<file path="config.mk">
export PLATFORM = sky130hd
export DESIGN_NAME = lac_host
export DESIGN_NICKNAME = d
export VERILOG_FILES = /design/src/rtl/lac_host.sv
export SDC_FILE = /design/constraint.sdc
export NUM_CORES = 1
export LEC_CHECK = 0
export CORE_AREA = 2 2 104 146
export CTS_CLUSTER_DIAMETER = 150
export DETAILED_ROUTE_END_ITERATION = 12
export DIE_AREA = 0 0 106 148
export SYNTH_ARGS = -nofsm -noshare
export SYNTH_HDL_FRONTEND = slang
export SYNTH_SLANG_ARGS = --single-unit
</file>
<file path="constraint.sdc">
create_clock -name clk -period 2.2 [get_ports clk]
set_input_delay 0.44 -clock clk [delete_from_list [all_inputs] [get_ports clk]]
set_output_delay 0.44 -clock clk [all_outputs]
set_load 0.02 [all_outputs]
</file>
<file path="src/rtl/lac_host.sv">
// lac_host: host-side controller for the logic-analyzer byte protocol (arm, disarm, capture readout)
// Ports: clk/reset (sync, active-high); start/abort control pulses; cfg_* arm parameters latched on start;
//        tx_data/tx_wr/tx_busy and rx_data/rx_avail/rx_ack byte UART handshakes;
//        sample_dat/sample_valid/sample_idx streamed capture; busy/done/err status.
module lac_host #(
  parameter int adr_width = 11,
  parameter int timeout_cycles = 0
) (
  input  logic                 clk,
  input  logic                 reset,
  input  logic                 start,
  input  logic                 abort,
  input  logic [7:0]           cfg_select,
  input  logic [7:0]           cfg_mask,
  input  logic [7:0]           cfg_cond,
  input  logic [7:0]           cfg_pre,
  output logic [7:0]           tx_data,
  output logic                 tx_wr,
  input  logic                 tx_busy,
  input  logic [7:0]           rx_data,
  input  logic                 rx_avail,
  output logic                 rx_ack,
  output logic [7:0]           sample_dat,
  output logic                 sample_valid,
  output logic [adr_width-1:0] sample_idx,
  output logic                 busy,
  output logic                 done,
  output logic                 err
);
  typedef enum logic [3:0] {IDLE, SEND_ARM, SEND_SEL, SEND_MASK, SEND_COND, SEND_PRE, WAIT_HDR, RECV, FIN, SEND_DIS} state_t;
  localparam logic [7:0] hdr = 8'(adr_width);
  state_t state;
  logic [7:0] sel_q, mask_q, cond_q, pre_q, tx_byte;
  logic [adr_width-1:0] cnt;
  logic [31:0] tmo;
  logic rx_req, tx_ok, tmo_hit;
  assign rx_req = rx_avail & ~rx_ack;
  assign tx_ok = ~tx_busy & ~tx_wr;
  assign tmo_hit = (timeout_cycles != 0) && (tmo == 32'(timeout_cycles - 1));
  assign busy = state != IDLE;
  always_comb begin
    tx_byte = state == SEND_SEL  ? sel_q  :
              state == SEND_MASK ? mask_q :
              state == SEND_COND ? cond_q :
              state == SEND_PRE  ? pre_q  :
              state == SEND_DIS  ? 8'h02  : 8'h01;
  end
  always_ff @(posedge clk) begin
    if (reset) begin
      state <= IDLE;
      tx_data <= '0;
      tx_wr <= 1'b0;
      rx_ack <= 1'b0;
      sample_dat <= '0;
      sample_valid <= 1'b0;
      sample_idx <= '0;
      done <= 1'b0;
      err <= 1'b0;
      cnt <= '0;
      tmo <= '0;
      sel_q <= '0;
      mask_q <= '0;
      cond_q <= '0;
      pre_q <= '0;
    end else begin
      tx_wr <= 1'b0;
      rx_ack <= 1'b0;
      sample_valid <= 1'b0;
      done <= 1'b0;
      case (state)
        IDLE: begin
          if (rx_req) rx_ack <= 1'b1;
          if (start) begin
            sel_q <= cfg_select;
            mask_q <= cfg_mask;
            cond_q <= cfg_cond;
            pre_q <= cfg_pre;
            err <= 1'b0;
            // the ARM byte goes out straight away when the UART is free
            if (tx_ok) begin
              tx_wr <= 1'b1;
              tx_data <= 8'h01;
              state <= SEND_SEL;
            end else state <= SEND_ARM;
          end
        end
        SEND_ARM, SEND_SEL, SEND_MASK, SEND_COND, SEND_PRE, SEND_DIS: begin
          if (tx_ok) begin
            tx_wr <= 1'b1;
            tx_data <= tx_byte;
            tmo <= '0;
            state <= state == SEND_DIS ? IDLE : state_t'(state + 4'd1);
          end
        end
        WAIT_HDR: begin
          if (rx_req) begin
            rx_ack <= 1'b1;
            tmo <= '0;
            if (rx_data == hdr) begin
              sample_idx <= '0;
              cnt <= '0;
              state <= RECV;
            end else begin
              err <= 1'b1;
              state <= IDLE;
            end
          end else if (abort) state <= SEND_DIS;
          else if (tmo_hit) begin
            err <= 1'b1;
            state <= SEND_DIS;
          end else tmo <= tmo + 32'd1;
        end
        RECV: begin
          if (rx_req) begin
            rx_ack <= 1'b1;
            tmo <= '0;
            sample_dat <= rx_data;
            sample_valid <= 1'b1;
            sample_idx <= cnt;
            cnt <= cnt + 1'b1;
            if (&cnt) state <= FIN;
          end else if (tmo_hit) begin
            // a stalled dump means the analyzer already disarmed itself
            err <= 1'b1;
            state <= IDLE;
          end else tmo <= tmo + 32'd1;
        end
        FIN: begin
          done <= 1'b1;
          state <= IDLE;
        end
        default: state <= IDLE;
      endcase
    end
  end
endmodule

</file>
==> metrics.csv, run 1 <==
stage;metric;value;unit
floorplanning;coreArea;14400;µm²
setup_path;crit_fanout;2;
timing;slew_violations;0;
cells_and_area;antennaDiodeCount;0;
timing;max_freq;0.490;GHz
synth;synth_cell_types;54;
cts;tritoncts;yes;
synth;synth_area_leaders;dfxtp_1, nand2_1, a21oi_1, mux2i_1, nor2_1;
synth;yosys_warnings;0;
hold_path;hp-class;register to register;
cts;clk_latency;0.33;ns
cells_and_area;syn2layout_area_growth;38.2;%
global_routing;met1_usage;13.9;%
synth;synth_cells;419;
timing;period_minus_slack;2.04;ns
floorplanning;die-width;106;µm
synth;synth_top_cell_by_area;dfxtp_1;
placement;place_area;4570;µm²
cells_and_area;final_cell_mix;nand2_1, dfxtp_1, clkdlybuf4s50_1, a21oi_1, nor2_1;
placement;dp_hpwl;7.01;mm
floorplanning;dieArea;15700;µm²
timing;setup-tns-final;0;ns
cells_and_area;nets;548;
placement;gp_congestion;0.784;
pwr;power.density;920;nW/µm²
synth;synth.avg_cell_area;8.41;µm²
cts;htreeDepth;3;
synth;yosys_most_used_dff;dfxtp_1;
cells_and_area;fin_area;4870;µm²
floorplanning;chipHeight;148;µm
pwr;irDropWorstVdd;366;µV
global_routing;top_usage_layer;met2;
cells_and_area;drive_gt1_share;10.9;%
timing;fin_crit_sh;92.7;%
global_routing;met2_usage;22.9;%
global_routing;antenna_found_initial;0;
global_routing;grt_use_met3;2.87;%
cts;clk_pin_slew;0.06;ns
routing;wl_per_cell;13.6;µm
cells_and_area;fillers;1494;
floorplanning;io_pins;79;
synth;ys_seq_elements;79;
setup_path;worstPathRequired;1.76;ns
global_routing;track_usage;12.4;%
routing;ant_nets;0;
synth;synth_nets;466;
cts;cts_max_path_buffers;2;
cells_and_area;final_common_cell;nand2_1;
floorplanning;start_util;24.5;%
placement;portBuffers;78;
synth;syn_area;3520;µm²
timing;tightest_slew;0.411;ns
setup_path;end_kind;output port;
routing;first_pass_iters;5;
setup_path;worstPathArrival;1.60;ns
timing;rsz0062_at_grt;false;
timing;hold_viol_final;0;
timing;fin_worst_skew;0.00793;ns
routing;vias_per_cell;4.54;
placement;dp_slack;-0.118;ns
floorplanning;placement_rows;52;
routing;routed_wl;9.46;mm
cts;cts_inserted_buffers;9;
timing;slew-limit-headroom;72.6;%
routing;vias;3154;
flow_run;maxCapViolations;0;
synth;synth-edff-count;0;
timing;whs;0.451;ns
pwr;p_leak;1.65;nW
routing;drc_errors;0;
timing;fin_ws;0.161;ns
global_routing;grt_overflow;0;
cts;postCtsSetupBuffers;0;
global_routing;grt_pass1_wl;15.4;mm
synth;ys_seq_area_share;44.9;%
setup_path;path_class;register to output port;
cts;clock_sinks;79;
cts;root_buffer;clkbuf_16;
cells_and_area;regArea;1580;µm²
pwr;power.total;4.48;mW
timing;final-setup-viol-count;0;
cells_and_area;multi_input_area;1760;µm²
routing;drt_iter0_markers;154;
synth;ys_async_sr_fraction;0;%
global_routing;grt_max_degree;33;
synth;synthDominantCellAreaShare;44.9;%
global_routing;grt_pass1_vias;3154;
status;status;complete, no violations;
setup_path;cp-start-kind;register;
[power by group]
part	internal (mW)	total, mW	switching, mW
Clock	0.913	1.50	0.591
Combinational	0.542	1.30	0.758
Sequential	1.59	1.68	0.0868
[cell families after synthesis]
group | count (synthesis) | share of synthesized area (%)
simple gates | 184 | 25.8
compound gates | 93 | 16.2
flops | 79 | 44.9
buf+inv | 34 | 5.08
mux | 20 | 5.68
xor+xnor | 8 | 1.99
fa+ha+maj | 1 | 0.355
[layer usage]
layer	wire [µm]	part of all wire [%]	vias to the layer above
li1	-	-	1602
met5	0	0	-
met1	4050	43	1477
met4	137	1.4	0
met2	4940	52	66
met3	325	3.4	9
[registers in the layout (all words and copies together) (netlist names)]
signal        flops
rx_ack            1
sample_dat        8
cnt              11
sample_idx       11
err               1
cond_q            8
sel_q             8
pre_q             8
tx_data           8
mask_q            8
done              1
state             4
tx_wr             1
sample_valid      1
[worst paths after layout]
path / start / to / slack [ns] / cells after the start
hold / removal: sample_idx[4]$_SDFFE_PP0P_ / sample_idx[4]$_SDFFE_PP0P_ / 0.45 / 2
setup / recovery: state[0]$_SDFFE_PP0P_ / busy / 0.16 / 2
setup reg to reg: state[0]$_SDFFE_PP0P_ / cnt[9]$_SDFFE_PP0P_ / 0.25 / 6
hold reg to reg: sample_idx[4]$_SDFFE_PP0P_ / sample_idx[4]$_SDFFE_PP0P_ / 0.45 / 2
[layout make-up]
class                   count  area share (%)
multi-input cells         306            36.2
flip-flops and latches     79            32.5
repair buffers            100            19.8
clock buffers              10            4.90
well taps                 189            4.85
clock inverters             6            1.39
inverters                   5           0.385
[worst max-delay path: stages (launching register included)]
cell and delay (ns):
dfxtp_1 0.32, or4_1 0.59, dlygate4sd2_1 0.37
[cell usage after synthesis (3+ instances only)]
cell / instances
nor2_1: 27
nor4b_1: 3
buf_2: 5
a21oi_1: 57
a32o_1: 5
o21ai_0: 12
nand3b_1: 4
mux2i_1: 20
clkbuf_1: 17
xnor2_1: 8
nand2_1: 104
dfxtp_1: 79
nor4_1: 3
o211ai_1: 4
nor3_1: 7
inv_1: 4
nand2b_1: 9
buf_6: 5
nand3_1: 5
[metrics by stage]
step                std cells  util [%]
floorplan                 419         -
global placement          679      31.8
detailed placement        679      31.8
CTS                       695      33.9
global route              695      33.9
finish                    695      33.9
[repair_timing]
item                                   in CTS  in global routing
hold buffers                                0                  0
gates resized for setup                     1                  0
endpoints found under the hold margin       0                  0
setup endpoints to repair                   1                  0
Note: power is estimated with default switching activity, not from simulation.
==> run 2: changes to the inputs <==
HOLD_SLACK_MARGIN = 0.05   (was not set)
==> results of run 2 <==
The final DEF is identical to that of run 1; final timing and power are the same.
